<file path="src/rtl/noc_alloc_pkg.sv">
// Shared types and helpers for the NoC wormhole output-port allocator.
// Optional lock-timeout feature is enabled by NOC_ALLOC_LOCK_TIMEOUT_EN (see top).
package noc_alloc_pkg;

   typedef enum logic {IDLE = 1'b0, LOCKED = 1'b1} alloc_state_e;

   localparam int DEF_CREDITS = 4;
   localparam int DEF_TIMEOUT = 256;

   // Index width that never collapses to zero bits.
   function automatic int idx_w(input int n);
      return (n < 2) ? 1 : $clog2(n);
   endfunction

endpackage

</file>
<file path="src/rtl/noc_wormhole_allocator_if.sv">
// Handshake bundle between the input buffers, the allocator and the output link.
// master = the side that presents flits and returns credits; slave = the allocator.
interface noc_wormhole_allocator_if #(
   parameter int N_IN   = 4,
   parameter int FLIT_W = 64
);
   logic [N_IN-1:0]        in_valid;
   logic [N_IN-1:0]        in_head;
   logic [N_IN-1:0]        in_tail;
   logic [N_IN*FLIT_W-1:0] in_flit;
   logic [N_IN-1:0]        in_ready;
   logic                   out_valid;
   logic [FLIT_W-1:0]      out_flit;
   logic                   out_tail;
   logic                   credit_in;
   logic                   lock_err;

   modport master (
      output in_valid, in_head, in_tail, in_flit, credit_in,
      input  in_ready, out_valid, out_flit, out_tail, lock_err
   );

   modport slave (
      input  in_valid, in_head, in_tail, in_flit, credit_in,
      output in_ready, out_valid, out_flit, out_tail, lock_err
   );
endinterface

</file>
<file path="src/rtl/noc_rr_pick.sv">
// Combinational round-robin picker: first request at or after ptr, wrapping upward.
// The upper copy of the doubled vector holds all requests, the lower copy only those
// at or above ptr, so a plain lowest-bit scan yields the wrapped winner.
module noc_rr_pick
   import noc_alloc_pkg::*;
#(
   parameter int N  = 4,
   parameter int IW = idx_w(N)
) (
   input  logic [N-1:0]  req,
   input  logic [IW-1:0] ptr,
   output logic [N-1:0]  grant,
   output logic [IW-1:0] idx
);

   logic [N-1:0]   mask;
   logic [2*N-1:0] dbl;
   logic           found;

   // Masked double-width lowest-set-bit scan.
   always_comb begin
      mask  = '0;
      grant = '0;
      idx   = '0;
      found = 1'b0;
      for (int i = 0; i < N; i++) begin
         mask[i] = (i >= int'(ptr));
      end
      dbl = {req, req & mask};
      for (int i = 0; i < 2*N; i++) begin
         if (!found && dbl[i]) begin
            found          = 1'b1;
            grant[i % N]   = 1'b1;
            idx            = IW'(i % N);
         end
      end
   end

endmodule

</file>
<file path="src/rtl/noc_wormhole_allocator.sv">
// Output-port allocator: packet-granular round-robin with wormhole lock,
// credit-gated forwarding and a one-cycle registered link output.
// Optional feature macro: NOC_ALLOC_LOCK_TIMEOUT_EN (abandons a stalled lock
// after TIMEOUT idle cycles and raises sticky lock_err).
module noc_wormhole_allocator
   import noc_alloc_pkg::*;
#(
   parameter int N_IN    = 4,
   parameter int FLIT_W  = 64,
   parameter int CREDITS = DEF_CREDITS,
   parameter int TIMEOUT = DEF_TIMEOUT
) (
   input logic                     clk,
   input logic                     rst_n,
   noc_wormhole_allocator_if.slave bus
);

   localparam int IW = idx_w(N_IN);
   localparam int CW = $clog2(CREDITS + 1);

   alloc_state_e             state;
   logic [IW-1:0]            owner;
   logic [IW-1:0]            rr_ptr;
   logic [CW-1:0]            credits;
   logic [N_IN-1:0]          cand;
   logic [N_IN-1:0]          pick_grant;
   logic [IW-1:0]            pick_idx;
   logic [N_IN-1:0]          grant;
   logic [N_IN-1:0]          ready;
   logic [IW-1:0]            sel;
   logic                     can_send;
   logic                     fire;
   logic                     sel_tail;
   logic [FLIT_W-1:0]        sel_flit;
   logic                     timeout_hit;
   logic                     vld_p1;
   logic                     tail_p1;
   logic [FLIT_W-1:0]        flit_p1;

   function automatic logic [IW-1:0] ptr_after(input logic [IW-1:0] i);
      return (int'(i) == N_IN - 1) ? '0 : i + IW'(1);
   endfunction

   assign cand = bus.in_valid & bus.in_head;

   noc_rr_pick #(.N(N_IN), .IW(IW)) u_pick (
      .req   (cand),
      .ptr   (rr_ptr),
      .grant (pick_grant),
      .idx   (pick_idx)
   );

   // Grant selection: round-robin winner when idle, the lock owner otherwise.
   always_comb begin
      grant = '0;
      sel   = pick_idx;
      if (state == IDLE) begin
         grant = pick_grant;
      end else begin
         grant[owner] = 1'b1;
         sel          = owner;
      end
   end

   assign can_send     = (credits != '0);
   assign ready        = grant & bus.in_valid & {N_IN{can_send}};
   assign bus.in_ready = ready;
   assign fire         = |(bus.in_valid & ready);
   assign sel_flit     = bus.in_flit[int'(sel)*FLIT_W +: FLIT_W];
   assign sel_tail     = bus.in_tail[sel];

   // Allocation FSM: lock on a multi-flit head, release on tail or timeout.
   always_ff @(posedge clk or negedge rst_n) begin
      if (!rst_n) begin
         state  <= IDLE;
         owner  <= '0;
         rr_ptr <= '0;
      end else begin
         case (state)
            IDLE: begin
               if (fire) begin
                  if (sel_tail) begin
                     rr_ptr <= ptr_after(sel);
                  end else begin
                     owner <= sel;
                     state <= LOCKED;
                  end
               end
            end
            LOCKED: begin
               if ((fire && sel_tail) || timeout_hit) begin
                  rr_ptr <= ptr_after(owner);
                  state  <= IDLE;
               end
            end
            default: state <= IDLE;
         endcase
      end
   end

   // Downstream credit counter; a simultaneous send and return cancel out.
   always_ff @(posedge clk or negedge rst_n) begin
      if (!rst_n) begin
         credits <= CW'(CREDITS);
      end else if (fire && !bus.credit_in) begin
         credits <= credits - CW'(1);
      end else if (bus.credit_in && !fire && credits != CW'(CREDITS)) begin
         credits <= credits + CW'(1);
      end
   end

   // ---- stage p1: registered link output; payload holds when nothing fires.
   always_ff @(posedge clk or negedge rst_n) begin
      if (!rst_n) begin
         vld_p1  <= 1'b0;
         tail_p1 <= 1'b0;
         flit_p1 <= '0;
      end else begin
         vld_p1 <= fire;
         if (fire) begin
            tail_p1 <= sel_tail;
            flit_p1 <= sel_flit;
         end
      end
   end

   assign bus.out_valid = vld_p1;
   assign bus.out_tail  = tail_p1;
   assign bus.out_flit  = flit_p1;

`ifdef NOC_ALLOC_LOCK_TIMEOUT_EN
   localparam int TW = $clog2(TIMEOUT + 1);

   logic [TW-1:0] idle_cnt;
   logic          owner_stall;
   logic          lock_err_r;

   assign owner_stall = (state == LOCKED) && !bus.in_valid[owner];
   assign timeout_hit = owner_stall && (idle_cnt == TW'(TIMEOUT - 1));

   // Idle counter inside a lock; reaching TIMEOUT abandons the packet.
   always_ff @(posedge clk or negedge rst_n) begin
      if (!rst_n) begin
         idle_cnt   <= '0;
         lock_err_r <= 1'b0;
      end else begin
         if (!owner_stall || timeout_hit) begin
            idle_cnt <= '0;
         end else begin
            idle_cnt <= idle_cnt + TW'(1);
         end
         if (timeout_hit) begin
            lock_err_r <= 1'b1;
         end
      end
   end

   assign bus.lock_err = lock_err_r;
`else
   assign timeout_hit  = 1'b0;
   assign bus.lock_err = 1'b0;
`endif

   credit_overflow_a: assert property (@(posedge clk) disable iff (!rst_n)
      !(bus.credit_in && credits == CW'(CREDITS)));

   param_sanity_a: assert property (@(posedge clk) disable iff (!rst_n)
      (N_IN >= 2) && (CREDITS >= 1) && (TIMEOUT >= 1));

endmodule

</file>
<file path="src/flat_wrapper.sv">
// flat-port wrapper written by rule: the top's interface ports become plain ports
module noc_wormhole_allocator_flat import noc_alloc_pkg::*;
#(
   parameter int N_IN    = 4,
   parameter int FLIT_W  = 64,
   parameter int CREDITS = DEF_CREDITS,
   parameter int TIMEOUT = DEF_TIMEOUT
)
  (clk, rst_n, bus_in_valid, bus_in_head, bus_in_tail, bus_in_flit, bus_credit_in, bus_in_ready, bus_out_valid, bus_out_flit, bus_out_tail, bus_lock_err);
  noc_wormhole_allocator_if #(.N_IN(N_IN), .FLIT_W(FLIT_W)) bus_i ();
  input logic clk;
  input logic rst_n;
  input wire logic [$bits(bus_i.in_valid)-1:0] bus_in_valid;
  input wire logic [$bits(bus_i.in_head)-1:0] bus_in_head;
  input wire logic [$bits(bus_i.in_tail)-1:0] bus_in_tail;
  input wire logic [$bits(bus_i.in_flit)-1:0] bus_in_flit;
  input wire logic [$bits(bus_i.credit_in)-1:0] bus_credit_in;
  output wire logic [$bits(bus_i.in_ready)-1:0] bus_in_ready;
  output wire logic [$bits(bus_i.out_valid)-1:0] bus_out_valid;
  output wire logic [$bits(bus_i.out_flit)-1:0] bus_out_flit;
  output wire logic [$bits(bus_i.out_tail)-1:0] bus_out_tail;
  output wire logic [$bits(bus_i.lock_err)-1:0] bus_lock_err;
  assign bus_i.in_valid = bus_in_valid;
  assign bus_i.in_head = bus_in_head;
  assign bus_i.in_tail = bus_in_tail;
  assign bus_i.in_flit = bus_in_flit;
  assign bus_i.credit_in = bus_credit_in;
  assign bus_in_ready = bus_i.in_ready;
  assign bus_out_valid = bus_i.out_valid;
  assign bus_out_flit = bus_i.out_flit;
  assign bus_out_tail = bus_i.out_tail;
  assign bus_lock_err = bus_i.lock_err;
  noc_wormhole_allocator #(.N_IN(N_IN), .FLIT_W(FLIT_W), .CREDITS(CREDITS), .TIMEOUT(TIMEOUT)) u_core (.clk(clk), .rst_n(rst_n), .bus(bus_i));
endmodule
</file>
<file path="config.mk">
export PLATFORM = sky130hd
export DESIGN_NAME = noc_wormhole_allocator_flat
export DESIGN_NICKNAME = d
export VERILOG_FILES = /design/src/rtl/noc_alloc_pkg.sv /design/src/rtl/noc_wormhole_allocator_if.sv /design/src/rtl/noc_rr_pick.sv /design/src/rtl/noc_wormhole_allocator.sv /design/src/flat_wrapper.sv
export SDC_FILE = /design/constraint.sdc
export NUM_CORES = 1
export LEC_CHECK = 0
export BUFFER_PORTS_ARGS = -buffer_cell sky130_fd_sc_hd__buf_2
export CAP_MARGIN = 5
export CORE_AREA = 3 3 132 134
export CTS_CLUSTER_SIZE = 28
export DETAILED_ROUTE_END_ITERATION = 12
export DIE_AREA = 0 0 135 137
export PLACE_DENSITY = 0.67
export SLEW_MARGIN = 30
export SYNTH_ARGS = -nofsm -noshare
export SYNTH_HDL_FRONTEND = slang
export SYNTH_SLANG_ARGS = --single-unit
</file>
<file path="constraint.sdc">
create_clock -name clk -period 7.3 [get_ports clk]
set_input_delay 0.73 -clock clk [delete_from_list [all_inputs] [get_ports clk]]
set_output_delay 0.73 -clock clk [all_outputs]
set_load 0.01 [all_outputs]
</file>
==> metrics.yaml <==
drive_gt1_frac: 0.517
clkTransAtPathRegs_ps: 50
rsz0062_at_grt: "no"
cts_resized: 0
dp_cells: 1049
totalWireLength_um: 16300
hold_buffers: 0
post_cts_buffers: 0
ys_types: 42
die_x_um: 135
fin_tns_setup_ps: 0
maxCapViolCount: 0
cts_tree: "yes"
grt_first_pass_wirelength_um: 23600
grt_usage: 0.160
grt_pass1_vias: 4634
nets: 1116
crit_path_start_kind: "input pin"
antenna_found_initial: 0
dp_hpwl_um: 12900
cp.arrival_ps: 3730
syn-instance-count: 521
synth_area_leaders: "dfrtp_1, mux2i_1, mux2_2"
synthAdderAreaFrac: 0.0131
route.antenna.remaining_nets: 0
via_count: 4906
synth_simple_gate_area_share: 0.0791
power.density_cell_area_nw_per_um2: 417
syn_avg_cell_area_um2: 10.3
synth.top_cells.by_count: "mux2i_1, nand2_1, dfrtp_1, mux2_2, o21ai_0"
clk_latency_ps: 320
place_congestion: 0.860
worst_slew_pin_slew_ps: 844
outcome: "complete, no violations"
overflow: 0
peakVddDrop_mv: 0.452
ys_warn_count: 0
synth_fp_nets: 797
leakage_nw: 4.17
cts_htree_levels: 3
die_area_um2: 18500
synth_compound_area_frac: 0.0969
seq_area_frac_synth: 0.346
synth_area_leader_cell: "dfrtp_1"
yosys.cell_count.top_type: "mux2i_1"
drc: 0
slew_headroom: 0.438
antenna_cells: 0
drtIter0Drc: 170
fillers: 1619
area_growth_pct: 37.4
num_io_pins: 342
clock_sinks: 74
numCtsBuffers: 9
regArea_um2: 1850
ys.flop_type: "dfrtp_1"
skew_ps: 4.94
syn-cell-area_um2: 5360
synthXorXnorAreaFrac: 0.00163
hold_class: "input pin to asynchronous set/reset pin"
crit_type: "input pin to flop"
power_mw: 3.07
fin_area_um2: 7360
timing.final.crit_share: 0.483
drt_first_pass_iters: 5
clock_path_buffers: 2
die_h_um: 137
multi_input_area_um2: 3190
synth_top_area_share: 0.341
floorplan.initialDensity: 0.327
viasPerCell: 4.61
fp.coreArea_um2: 16400
crit_fanout: 71
layout.cells.non_filler: 1064
synth_seq_cells: 74
rows: 47
cp.required_ps: 7510
cp-end-kind: "flop"
clock.fmax_ghz: 0.284
hold_viol: 0
synth_edf_count: 0
async_flop_share: 1.00
portBuffers: 340
synth_top_family_by_area: "multiplexers"
cts_root_buf: "clkbuf_16"
slew_violations: 0
dpl_cell_area_um2: 7100
fin_crit_ps: 3520
grt_max_degree: 75
synthMuxAreaShare: 0.401
wl_per_cell_um: 15.3
final-setup-viol-count: 0
==> per-stage QoR <==
stage                     hold WS, ps  utilization  worst slack (ps)
after floorplan                   434            -              4120
after global placement            457        0.433              3450
after detailed placement          465        0.433              3400
after CTS                         478        0.448              3770
after global routing              474        0.449              3520
final                             431        0.449              3780
==> sequential cells by signal, summed over array words and instances (netlist names), named ones only <==
signal                count
u_core.bus.out_flit      64
u_core.bus.out_tail       1
u_core.bus.out_valid      1
u_core.credits            3
u_core.owner              2
u_core.rr_ptr             2
==> logic make-up after synthesis <==
kind of cell	count (synthesis)
and+or+nand+nor	95
adders and majority gates	5
AOI/OAI and AO/OA	91
other	1
buffers and inverters	48
muxes	206
DFF	74
xor gates and xnor gates	1
==> routing by layer <==
layer / GRT usage / vias to the layer above / wire, µm / share of wire
met2: 0.285 / 173 / 8240 / 0.51
met4: 0.0426 / 0 / 273 / 0.017
met3: 0.0397 / 21 / 1080 / 0.067
li1: - / 2503 / - / -
met5: 0 / - / 0 / 0
met1: 0.195 / 2209 / 6700 / 0.41
==> final cells by class <==
cell class / count / share of cell area
flip-flops and latches: 74 / 0.252
multi-input cells: 399 / 0.433
clock inverters: 4 / 0.00272
clock buffers: 11 / 0.0316
inverters: 10 / 0.00510
repair buffers: 346 / 0.239
well taps: 220 / 0.0374
==> worst max-delay path, cell delays in order <==
cell      delay [ps]
buf_2            100
nand2_1          150
a21oi_1          320
a21oi_1          100
o2111a_1         290
nor4_4           290
buf_4            520
buf_4            600
nand2b_4         270
mux2_2           330
==> cells in the final DEF, fill, tap and decap left out, types with 5 or more instances in the layout <==
cell type,n
o21ai_0,61
clkbuf_16,9
buf_2,339
o21ai_1,6
a21oi_1,10
buf_4,5
nand2_1,78
mux2_2,69
dfrtp_1,73
inv_1,9
mux2i_1,137
==> worst paths after layout <==
kind | startpoint | end | slack [ps] | depth (start not counted)
max | bus_in_valid[1] | u_core.rr_ptr[1] | 3780 | 10
min | rst_n | u_core.bus.out_flit[23] | 430 | 1
max reg2reg | u_core.rr_ptr[0] | u_core.rr_ptr[1] | 3840 | 9
min reg2reg | u_core.bus.out_flit[52] | u_core.bus.out_flit[52] | 470 | 2
max in group asynchronous | rst_n | u_core.rr_ptr[0] | 6380 | 1
min in group clk | u_core.bus.out_flit[52] | u_core.bus.out_flit[52] | 470 | 2
==> report_power, final <==
group          leakage (nW)  internal (mW)  switching (mW)
sequential            0.897          0.639           0.121
clock                 0.129          0.226           0.159
combinational          3.14          0.892            1.03
(Power assumes the default switching activity.)
